### config.mk
export PLATFORM = sky130hd
export DESIGN_NAME = muldiv_unit
export DESIGN_NICKNAME = d
export VERILOG_FILES = /design/src/rtl/muldiv_unit.sv
export SDC_FILE = /design/constraint.sdc
export NUM_CORES = 1
export LEC_CHECK = 0
export BUFFER_PORTS_ARGS = -buffer_cell sky130_fd_sc_hd__clkbuf_2
export CAP_MARGIN = 0
export CORE_MARGIN = 3
export CORE_UTILIZATION = 58
export DETAILED_ROUTE_END_ITERATION = 10
export GPL_TIMING_DRIVEN = 1
export PLACE_DENSITY = 0.82
export SLEW_MARGIN = 5
export SYNTH_ARGS = -nofsm -noshare
export SYNTH_HDL_FRONTEND = slang
export SYNTH_SLANG_ARGS = --single-unit
### constraint.sdc
create_clock -name clk -period 8.5 [get_ports clk]
set_input_delay 0.85 -clock clk [delete_from_list [all_inputs] [get_ports clk]]
set_output_delay 0.85 -clock clk [all_outputs]
set_load 0.01 [all_outputs]
### src/rtl/muldiv_unit.sv
// muldiv_unit: iterative integer multiply/divide unit with HI/LO result registers.
//
// Multiply is an unsigned shift-add over the operand magnitudes; divide is an
// unsigned restoring shift-subtract. Both take WIDTH iterations. Signs are fixed
// up in a single FIX cycle, and the result is written to HI/LO on entry to DONE.
//
// Ports
//   clk            rising-edge clock
//   rst            synchronous, active-low reset
//   start          launch an operation (ignored while busy)
//   op[1:0]        00 MULTU, 01 MULT, 10 DIVU, 11 DIV
//   a, b           multiplicand/dividend and multiplier/divisor, sampled on start
//   hi_we, lo_we   direct HI/LO write of wd (ignored while busy)
//   wd             direct write data
//   hi_out, lo_out HI/LO register contents
//   busy           high in CALC and FIX
//   done           one-cycle completion pulse (DONE state)

module muldiv_unit #(
  parameter int WIDTH = 32
) (
  input  logic             clk,
  input  logic             rst,
  input  logic             start,
  input  logic [1:0]       op,
  input  logic [WIDTH-1:0] a,
  input  logic [WIDTH-1:0] b,
  input  logic             hi_we,
  input  logic             lo_we,
  input  logic [WIDTH-1:0] wd,
  output logic [WIDTH-1:0] hi_out,
  output logic [WIDTH-1:0] lo_out,
  output logic             busy,
  output logic             done
);

  localparam int CW = $clog2(WIDTH);

  typedef enum logic [1:0] {
    S_IDLE = 2'd0,
    S_CALC = 2'd1,
    S_FIX  = 2'd2,
    S_DONE = 2'd3
  } state_e;

  state_e             state_q;
  logic [CW-1:0]      cnt_q;
  logic [1:0]         op_q;
  logic [WIDTH-1:0]   a_q, b_q;      // raw operands, kept for sign/zero decisions
  logic [WIDTH-1:0]   ma_q, mb_q;    // operand magnitudes
  // Shared accumulator: multiply = {partial product, remaining multiplier bits};
  // divide = {partial remainder, dividend bits shifting out / quotient shifting in}.
  logic [2*WIDTH-1:0] acc_q;
  logic [WIDTH-1:0]   hi_q, lo_q;
  logic               busy_q, done_q;

  // ---------------------------------------------------------------------------
  // Operand magnitudes at the start edge (signed ops only)
  // ---------------------------------------------------------------------------
  logic [WIDTH-1:0] a_abs_d, b_abs_d;

  always_comb begin
    a_abs_d = a;
    b_abs_d = b;
    if (op[0] && a[WIDTH-1]) a_abs_d = -a;
    if (op[0] && b[WIDTH-1]) b_abs_d = -b;
  end

  // ---------------------------------------------------------------------------
  // One iteration step
  // ---------------------------------------------------------------------------
  logic [WIDTH:0]     mul_sum;
  logic [WIDTH:0]     div_sh;
  logic [WIDTH-1:0]   div_sub;
  logic               div_ge;
  logic [2*WIDTH-1:0] acc_d;

  always_comb begin
    // Multiply: add the multiplicand when the current multiplier bit is set,
    // then shift the whole accumulator right (carry enters the top).
    mul_sum = {1'b0, acc_q[2*WIDTH-1:WIDTH]} + (acc_q[0] ? {1'b0, ma_q} : '0);

    // Divide: shift the next dividend bit into the remainder and trial-subtract.
    // The shifted remainder is WIDTH+1 bits; when it is >= divisor the true
    // difference is < divisor, so the low WIDTH bits of the difference suffice.
    div_sh  = {acc_q[2*WIDTH-1:WIDTH], acc_q[WIDTH-1]};
    div_ge  = (div_sh >= {1'b0, mb_q});
    div_sub = div_sh[WIDTH-1:0] - mb_q;

    if (op_q[1]) begin
      if (div_ge) acc_d = {div_sub,            acc_q[WIDTH-2:0], 1'b1};
      else        acc_d = {div_sh[WIDTH-1:0],  acc_q[WIDTH-2:0], 1'b0};
    end else begin
      acc_d = {mul_sum, acc_q[WIDTH-1:1]};
    end
  end

  // ---------------------------------------------------------------------------
  // Sign correction and final result selection (used in FIX)
  // ---------------------------------------------------------------------------
  logic               neg_res;
  logic               neg_rem;
  logic [2*WIDTH-1:0] prod;
  logic [WIDTH-1:0]   quo, rem;
  logic [WIDTH-1:0]   res_hi_d, res_lo_d;

  always_comb begin
    neg_res = op_q[0] & (a_q[WIDTH-1] ^ b_q[WIDTH-1]);
    neg_rem = op_q[0] & a_q[WIDTH-1];   // remainder follows the dividend
    prod    = neg_res ? -acc_q : acc_q;
    quo     = acc_q[WIDTH-1:0];
    rem     = acc_q[2*WIDTH-1:WIDTH];
    if (neg_res) quo = -quo;
    if (neg_rem) rem = -rem;

    if (!op_q[1]) begin
      res_hi_d = prod[2*WIDTH-1:WIDTH];
      res_lo_d = prod[WIDTH-1:0];
    end else if (b_q == '0) begin
      // Divide by zero: defined result, no trap.
      res_hi_d = a_q;
      res_lo_d = '1;
    end else begin
      // Most-negative / -1 falls out naturally: magnitude 2^(W-1) with equal
      // signs is left un-negated, which reads back as the most-negative value.
      res_hi_d = rem;
      res_lo_d = quo;
    end
  end

  // ---------------------------------------------------------------------------
  // Control FSM, operand/accumulator state and HI/LO registers
  // ---------------------------------------------------------------------------
  always_ff @(posedge clk) begin
    if (!rst) begin
      state_q <= S_IDLE;
      cnt_q   <= '0;
      op_q    <= '0;
      a_q     <= '0;
      b_q     <= '0;
      ma_q    <= '0;
      mb_q    <= '0;
      acc_q   <= '0;
      hi_q    <= '0;
      lo_q    <= '0;
      busy_q  <= 1'b0;
      done_q  <= 1'b0;
    end else begin
      done_q <= 1'b0;
      case (state_q)
        S_IDLE, S_DONE: begin
          // Direct writes land now; a result launched on this same edge will
          // overwrite them when it completes.
          if (hi_we) hi_q <= wd;
          if (lo_we) lo_q <= wd;
          if (start) begin
            op_q    <= op;
            a_q     <= a;
            b_q     <= b;
            ma_q    <= a_abs_d;
            mb_q    <= b_abs_d;
            acc_q   <= op[1] ? {{WIDTH{1'b0}}, a_abs_d} : {{WIDTH{1'b0}}, b_abs_d};
            cnt_q   <= '0;
            busy_q  <= 1'b1;
            state_q <= S_CALC;
          end else begin
            state_q <= S_IDLE;
          end
        end

        S_CALC: begin
          acc_q <= acc_d;
          cnt_q <= cnt_q + 1'b1;
          if (cnt_q == CW'(WIDTH - 1)) state_q <= S_FIX;
        end

        S_FIX: begin
          hi_q    <= res_hi_d;
          lo_q    <= res_lo_d;
          busy_q  <= 1'b0;
          done_q  <= 1'b1;
          state_q <= S_DONE;
        end

        default: state_q <= S_IDLE;
      endcase
    end
  end

  assign hi_out = hi_q;
  assign lo_out = lo_q;
  assign busy   = busy_q;
  assign done   = done_q;

endmodule

Word level (Yosys, flattened, before mapping). Cells that the tools add are included.

Register bits: 267. Bits of input ports: 103. Output and inout bits: 66. Logic and storage cells: 71.

$add $sub $neg: 8. Magnitude comparators: 1. Equal/unequal tests: 8. Muxes and demuxes: 27. Bitwise logic cells: 3. Reductions and logical operators: 12.

Operators by type and width (count): two-way mux 32 bit (12); two-way mux 64 bit (4); negation 32 bit (4); case mux 32 bit (2 select lines) (2); case mux 64 bit (2 select lines) (1); negation 64 bit (1); adder 32 x 32 -> 33 bit (1); greater-or-equal comparator 33 x 32 -> 1 bit (1); logical NOT 32 bit (1); subtractor 32 bit (1); case mux 5 bit (2 select lines) (1); AND reduction 2 bit (5); != test 2 bit, second input constant (4); case mux 2 bit (3 select lines) (1); adder 5 x 1 -> 5 bit, second input constant (1); == test 5 bit, second input constant (1); two-way mux 5 bit (1); == test 2 bit, second input constant (2); nonzero test 2 bit (2); two-way mux 1 bit (3); AND 1 bit (2); == test 2 x 1 -> 1 bit, second input constant (1); logical AND 1 bit (2); logical NOT 2 bit (1); other kinds (4) (4).

Depth between registers and ports, before layout. Gate-level depths: netlist (run 1).

Depth after elaboration: 6. Mapped depth: 14.

Least setup slack after synthesis (run 1). OpenSTA, ideal clock, no wires.

Kind: input to register. Start: input a[0]. End: register acc_q[28]. Setup time: 0.095 ns. Arrival: 3.162 ns. Setup slack: 5.243 ns. Cell stages on the path: 9. Path through: inv_1 -> ha_1 -> or3b_2 -> nor4_1 -> nand3_1 -> o41ai_2 -> o21ai_0 -> xnor2_1 -> a221oi_1.

Longest elaborated chain between the ends: 5.

Ends and longest elaborated chain: start, declared (line 26) `input logic [WIDTH-1:0] a,`; negation 32 bit (line 65) `if (op[0] && a[WIDTH-1]) a_abs_d = -a;`; two-way mux 32 bit (line 65); two-way mux 32 bit (line 162) `acc_q <= op[1] ? {{WIDTH{1'b0}}, a_abs_d} : {{WIDTH{1'b0}}, b_abs_d};`; two-way mux 64 bit (line 156) `if (start) begin`; case mux 64 bit (2 select lines) (line 150) `case (state_q)`; end signal, assigned (line 162); end, declared (line 53) `logic [2*WIDTH-1:0] acc_q;`.

Every way passes these cells. The select of a mux whose other input is x is not followed. A chain may end at the register's enable or synchronous reset.

Worst setup path in the final report (run 1).
Start: register acc_q[0]. End: register acc_q[55].

Longest elaborated chain between the ends: 4.

Ends and longest elaborated chain: two-way mux 32 bit (line 81) `mul_sum = {1'b0, acc_q[2*WIDTH-1:WIDTH]} + (acc_q[0] ? {1'b0, ma_q} : '0);`; adder 32 x 32 -> 33 bit (line 81); two-way mux 64 bit (line 90) `if (op_q[1]) begin`; case mux 64 bit (2 select lines) (line 150).

Every way passes these cells.

==> results of run 1 <==
[layer usage]
metal / global-route usage / part of all wire
met5: 0 / 0.00033
met4: 0.1751 / 0.050
met3: 0.08958 / 0.11
met2: 0.6012 / 0.43
met1: 0.5484 / 0.41
[cells by family after synthesis]
family,count (synthesis),share of synthesized area
muxes,68,0.03647
buffers and inverters,266,0.05378
AOI/OAI and AO/OA,825,0.2745
DFF,265,0.2781
xor gates and xnor gates,183,0.08402
and+or+nand+nor,901,0.2238
adders and majority gates,74,0.04932
[final cells by class]
cell class	instances	area share
Clock buffer	38	0.03994
Tap cell	435	0.02586
Timing Repair Buffer	192	0.04850
Sequential cell	265	0.2522
Clock inverter	17	0.01337
Multi-Input combinational cell	2051	0.6070
Inverter	72	0.01308
[tightest hold or removal path, cell delays in order (launching register included)]
cell and delay (ps):
dfxtp_1 320, nand2_1 50, o31ai_1 50
[flip-flops by register name (all words and copies together) (netlist names)]
name	count
a_q	32
acc_q	64
b_q	32
busy	1
cnt_q	5
done	1
hi_out	32
lo_out	32
ma_q	31
mb_q	31
op_q	2
state_q	2
[cells in the mapped netlist (7+ instances only)]
cell type  number
nor3_1         67
nand4_1        21
nand2_1       314
clkbuf_1      177
mux2i_1        56
dfxtp_1       265
nor4_1         34
o21ai_1        19
o21a_1         13
a31oi_1        46
xor2_1         85
a21oi_1       274
or2_2           9
o31ai_1        26
ha_1           72
a311oi_1        8
mux2_2         12
or4_1          14
nor2_1        258
or3_1          23
o211ai_1       40
xnor2_1        98
inv_1          70
a22oi_1        24
a211oi_1       86
o21ai_0       144
o221ai_1       25
and3_1         18
a221oi_1        8
nand2b_1        7
and2_1         49
a41oi_1         7
a21o_1         30
nand3_1        45
[power breakdown]
part,switching [mW],leakage (nW),total [mW],internal (mW)
clock,0.573,0.553,1.48,0.910
sequential,0.332,2.18,1.91,1.58
combinational,2.02,5.69,3.02,0.995
[per-stage QoR]
| stage | setup WS, ps | hold slack, ps | std cells |
|---|---|---|---|
| 3_3_place_gp | 4558 | 438.9 | 3015 |
| 6_report | 4486 | 446.6 | 3070 |
| 5_1_grt | 4264 | 472.1 | 3070 |
| 4_1_cts | 4610 | 451.6 | 3070 |
| 2_1_floorplan | 5243 | 431.7 | 2582 |
| 3_5_place_dp | 4527 | 444.1 | 3015 |
[how the worst max path moves through the flow]
stage | from | slack (ps) | cells past startpoint | to
2_1_floorplan | a[0] | 5240 | 9 | acc_q[28]
3_3_place_gp | b[6] | 4560 | 9 | acc_q[27]
3_5_place_dp | b[6] | 4530 | 9 | acc_q[27]
4_1_cts | acc_q[0] | 4610 | 10 | acc_q[55]
5_1_grt | acc_q[0] | 4260 | 10 | acc_q[55]
6_report | acc_q[0] | 4490 | 10 | acc_q[55]
==> out/qor.yml, run 1 <==
run_status:
  status: "complete, no violations"
clock_network:
  cts.root.buffer_cell: "clkbuf_16"
  ctsLongestPathBuffers: 3
  cts_repair_resize_count: 0
  clock_tree_from_tritoncts: "done"
  post_cts_setup_buffer_count: 0
  clkLatencyLatePin_ps: 600
  clock_sinks: 265
  ctsHtreeMaxLevel: 1
  number_of_buffers_inserted_during_clock_tree_synthesis: 30
  worst_setup_hold_path_clk_slew_ps: 70
  post_cts_hold_buffer_count: 0
timing:
  tightestPinTransition_ps: 1282
  unrepaired_setup_endpoints_after_global_routing: "false"
  timing.final.crit_period_ps: 4014
  timing_max_transition_violations_final: 0
  finalSetupViolations: 0
  relSlewSlack: 0.1420
  fin_crit_sh: 0.4723
  skew_ps: 24.96
  hold_viol: 0
  finalSetupTns_ps: 0
  clock.fmax_mhz: 249.1
grt:
  grt_pass1_vias: 18897
  grt_first_pass_wirelength_um: 111100
  largest_net_degree_at_the_start_of_global_routing: 101
  antenna_found_initial: 3
  grtUsageTotal: 0.3994
  gr-total-overflow: 0
yosys:
  count_of_flip_flops_with_a_built_in_enable_after_synthesis: 0
  synthDominantCellAreaShare: 0.2781
  ys_seq_elements: 265
  post_synth_inst_count: 2582
  synth_top_flop_cell: "dfxtp_1"
  async_flop_share: 0
  synth.avg_cell_area_um2: 7.388
  syn_area_um2: 19080
  yosysWarningCount: 0
  ranking_of_synthesized_cells_by_area: "dfxtp_1 28%, a21oi_1 7.2%, nand2_1 6.2%"
  yosysTopAreaCell: "dfxtp_1"
  yosysSeqAreaShare: 0.2781
  synth_nets: 2759
  synth_cell_types: 90
worst_setup_path:
  worstPathMaxFanout: 38
  timing.critical_path.slowest_cell_delay_ps: 1160
  cell_by_cell_trace_of_the_critical_path: "and2_1 > ha_1 > nor2b_1 > o31ai_1 > a31oi_1 > o21ai_0 > a31oi_1 > or3_1 > a32oi_1 > o211ai_1"
  critical_path_buf_inv_count: 0
  path_delay_family: "compound AO/OA/AOI/OAI gates"
  critical_path.startpoint_type: "flip-flop"
  cell_occurring_most_often_along_the_worst_timing_path: "a31oi_1"
  worstRegToRegCells: 10
  r2r-end: "acc_q[55]"
  crit_path_top_delay_cell: "dfxtp_1"
  critical_path.endpoint_type: "flip-flop"
  timing.critical_path.required_ps: 8950
  regToRegSetupSlack_ps: 4490
  reg2reg_from: "acc_q[0]"
  critical_path_class: "flip-flop to flip-flop"
  critPathArrivalTime_ps: 4470
cells_and_area:
  antenna_cells_inserted: 0
  area_of_the_multi_input_gates_um2: 12780
  drive_above_1_share: 0.1150
  nFillCells: 2850
  area_growth_syn_to_layout_pct: 10.34
  layout_common_cells: "313 x nand2_1, 273 x a21oi_1, 264 x dfxtp_1"
  design.final.nets: 2789
  final_area_um2: 21050
  sequential_cell_area_um2: 5309
  final_core_util: 0.6586
  layout.cells.most_common: "nand2_1"
drt:
  drc_errors: 0
  dr_total_vias: 20618
  drt_iter0_markers: 2401
  wl_per_cell_um: 23.99
  vias_per_cell: 6.716
  dr.pass1.iters: 5
  drt-total-wl_um: 73650
  postRouteAntennaNets: 0
power_and_ir_drop:
  power.ir.vdd_worst_v: 0.0005575
  power_density_nw_per_um2: 304.8
  power_leakage_nw: 8.425
  finalPower_mw: 6.415
place:
  gp_routability_congestion: 0.9821
  portBuffers: 168
  dp_hpwl_um: 56100
  placedInstanceArea_um2: 19930
min_path:
  worstHoldPathType: "flip-flop to flip-flop"
  worst_hold_path.endpoint: "hi_out[26]"
  holdCritStartpoint: "hi_out[26]"
  min_path_cells: 2
floorplan:
  coreArea_um2: 31960
  die_width_um: 187.4
  placementRows: 65
  ioPinCount: 169
  die_outline_area_um2: 35100
  starting_density_of_the_core: 0.5969
  die_extent_in_y_um: 187.4
run:
  max-cap-violations: 0
(Power assumes the default switching activity.)
==> run 2, diff against run 1 <==
clock period = 4 ns   (was 8.5 ns; I/O delays follow)
==> out/qor.yml, run 2 (same netlist as run 1, synthesis figures left out) <==
floorplan:
  coreArea_um2: 31960
  ioPinCount: 169
  starting_density_of_the_core: 0.5969
  die_width_um: 187.4
  die_extent_in_y_um: 187.4
  die_outline_area_um2: 35100
  placementRows: 65
cells_and_area:
  max_flop_register: "acc_q"
  area_growth_syn_to_layout_pct: 11.75
  design.final.nets: 2833
  layout.cells.most_common: "nand2_1"
  layout_common_cells: "313 x nand2_1, 273 x a21oi_1, 263 x dfxtp_1"
  drive_above_1_share: 0.1295
  nFillCells: 2879
  largest_reg_flops: 64
  antenna_cells_inserted: 0
place:
  gp_routability_congestion: 1.014
  portBuffers: 168
  dp_hpwl_um: 57540
grt:
  largest_net_degree_at_the_start_of_global_routing: 112
  grtUsageTotal: 0.4048
  grt_util_met2: 0.6211
  antenna_found_initial: 2
  grt_pass1_vias: 19387
  grt_first_pass_wirelength_um: 112500
  gr-max-usage-layer: "met2"
  gr-total-overflow: 0
  globalRouteMet3Util: 0.08265
  met1_resource_use_gr: 0.5477
worst_setup_path:
  regToRegSetupSlack_ps: 410
  critical_path_class: "flip-flop to flip-flop"
  worstRegToRegCells: 10
  reg2reg_from: "acc_q[53]"
  r2r-end: "acc_q[52]"
  timing.critical_path.required_ps: 4500
  critical_path.startpoint_type: "flip-flop"
  critical_path.endpoint_type: "flip-flop"
  critPathArrivalTime_ps: 4090
  worstPathMaxFanout: 10
power_and_ir_drop:
  power_leakage_nw: 8.613
  finalPower_mw: 13.54
  power.share.clock: 0.210
  power.ir.vdd_worst_v: 0.0007368
  netSwitchingFraction: 0.4667
  power_density_nw_per_um2: 634.9
  total_switching_power_mw: 6.318
  combinationalPowerShare: 0.491
  sequential_share_of_power: 0.298
  power_report.internal_total_mw: 7.218
clock_network:
  clkLatencyLatePin_ps: 610
  worst_setup_hold_path_clk_slew_ps: 70
  number_of_buffers_inserted_during_clock_tree_synthesis: 30
  post_cts_setup_buffer_count: 0
  ctsHtreeMaxLevel: 1
  clock_tree_from_tritoncts: "done"
  clock_sinks: 265
  cts.root.buffer_cell: "clkbuf_16"
  ctsLongestPathBuffers: 3
timing:
  relSlewSlack: 0.2960
  unrepaired_setup_endpoints_after_global_routing: "false"
  clock.fmax_mhz: 278.6
  timing.final.crit_period_ps: 3590
  tightestPinTransition_ps: 1056
  fin_crit_sh: 0.8975
  timing_max_transition_violations_final: 0
  skew_ps: 33.53
  finalSetupTns_ps: 0
  finalSetupViolations: 0
  fin_hold_ws_ps: 47.50
  hold_viol: 0
min_path:
  min_path_cells: 3
  worstHoldPathType: "input port to flip-flop"
  worst_hold_path.endpoint: "b_q[9]"
  holdCritStartpoint: "b[9]"
drt:
  dr_total_vias: 21163
  drt_iter0_markers: 2944
  vias_per_cell: 6.794
  drt-total-wl_um: 75260
  drc_errors: 0
  postRouteAntennaNets: 0
  wl_per_cell_um: 24.16
  dr.pass1.iters: 6
run_status:
  status: "complete, no violations"
run:
  max-cap-violations: 0
==> run 2: changes by cell type in the layout (fill, tap and decap cells not counted), sizes merged <==
cell,change
buf,+44
bufinv,-6
clkbuf,+5
inv,+2
==> run 2: power groups by stage <==
stage	Sequential [mW]	Combinational, mW	Clock [mW]
6_report	4.04	6.65	2.85
2_1_floorplan	3.86	4.46	0
5_1_grt	4.11	7.15	2.95
3_3_place_gp	4.03	6.27	0
4_1_cts	4.01	6.43	2.85
3_5_place_dp	4.05	6.38	0
==> run 2: what timing repair did <==
action	in CTS	in global routing
hold buffers	0	0
endpoints found under the setup margin	0	1
gates resized for setup	0	1
==> run 2: worst max-delay path, cell delays in order, from the launching register on <==
cell and delay [ps]:
dfxtp_1 630, ha_1 390, a21oi_1 180, o21ai_0 110, a221o_1 370, a211oi_1 330
nor3b_4 80, buf_4 170, nor3_1 690, mux2_2 420, o21ai_0 140
==> run 2: stage by stage <==
step	instance area (um2)	worst slack [ps]	instances	utilization
after CTS	21320	305.6	3115	0.6670
after floorplan	19080	989.1	2582	-
after detailed placement	20300	341.5	3059	0.6350
after global placement	20300	530.8	3059	0.6350
final	21320	410.0	3115	0.6670
after global routing	21320	109.5	3115	0.6670
==> run 2: worst max-delay path by stage <==
stage                    from         to  slack (ps)
finish              acc_q[53]  acc_q[52]         410
global route        acc_q[53]  acc_q[52]         110
CTS                  acc_q[0]  acc_q[61]         310
detailed placement   acc_q[0]  acc_q[61]         340
global placement     acc_q[0]  acc_q[61]         530
floorplan            acc_q[0]  hi_out[6]         990
==> run 2: routing by layer <==
layer  wire length, um  up-vias
li1                  -     9482
met1             29510     9972
met2             32340     1422
met3              8947      287
met4              4470        0
met5                 0        -
==> run 2: final cells by class <==
| cell class | count | area, um2 | share of cell area |
|---|---|---|---|
| multi-input combinational | 2051 | 12780 | 0.5994 |
| sequential | 265 | 5310 | 0.2491 |
| timing repair buffer | 236 | 1389 | 0.06514 |
| clock buffer | 43 | 889.6 | 0.04173 |
| tap | 435 | 544.3 | 0.02553 |
| inverter | 72 | 275.3 | 0.01291 |
| clock inverter | 13 | 132.6 | 0.006221 |
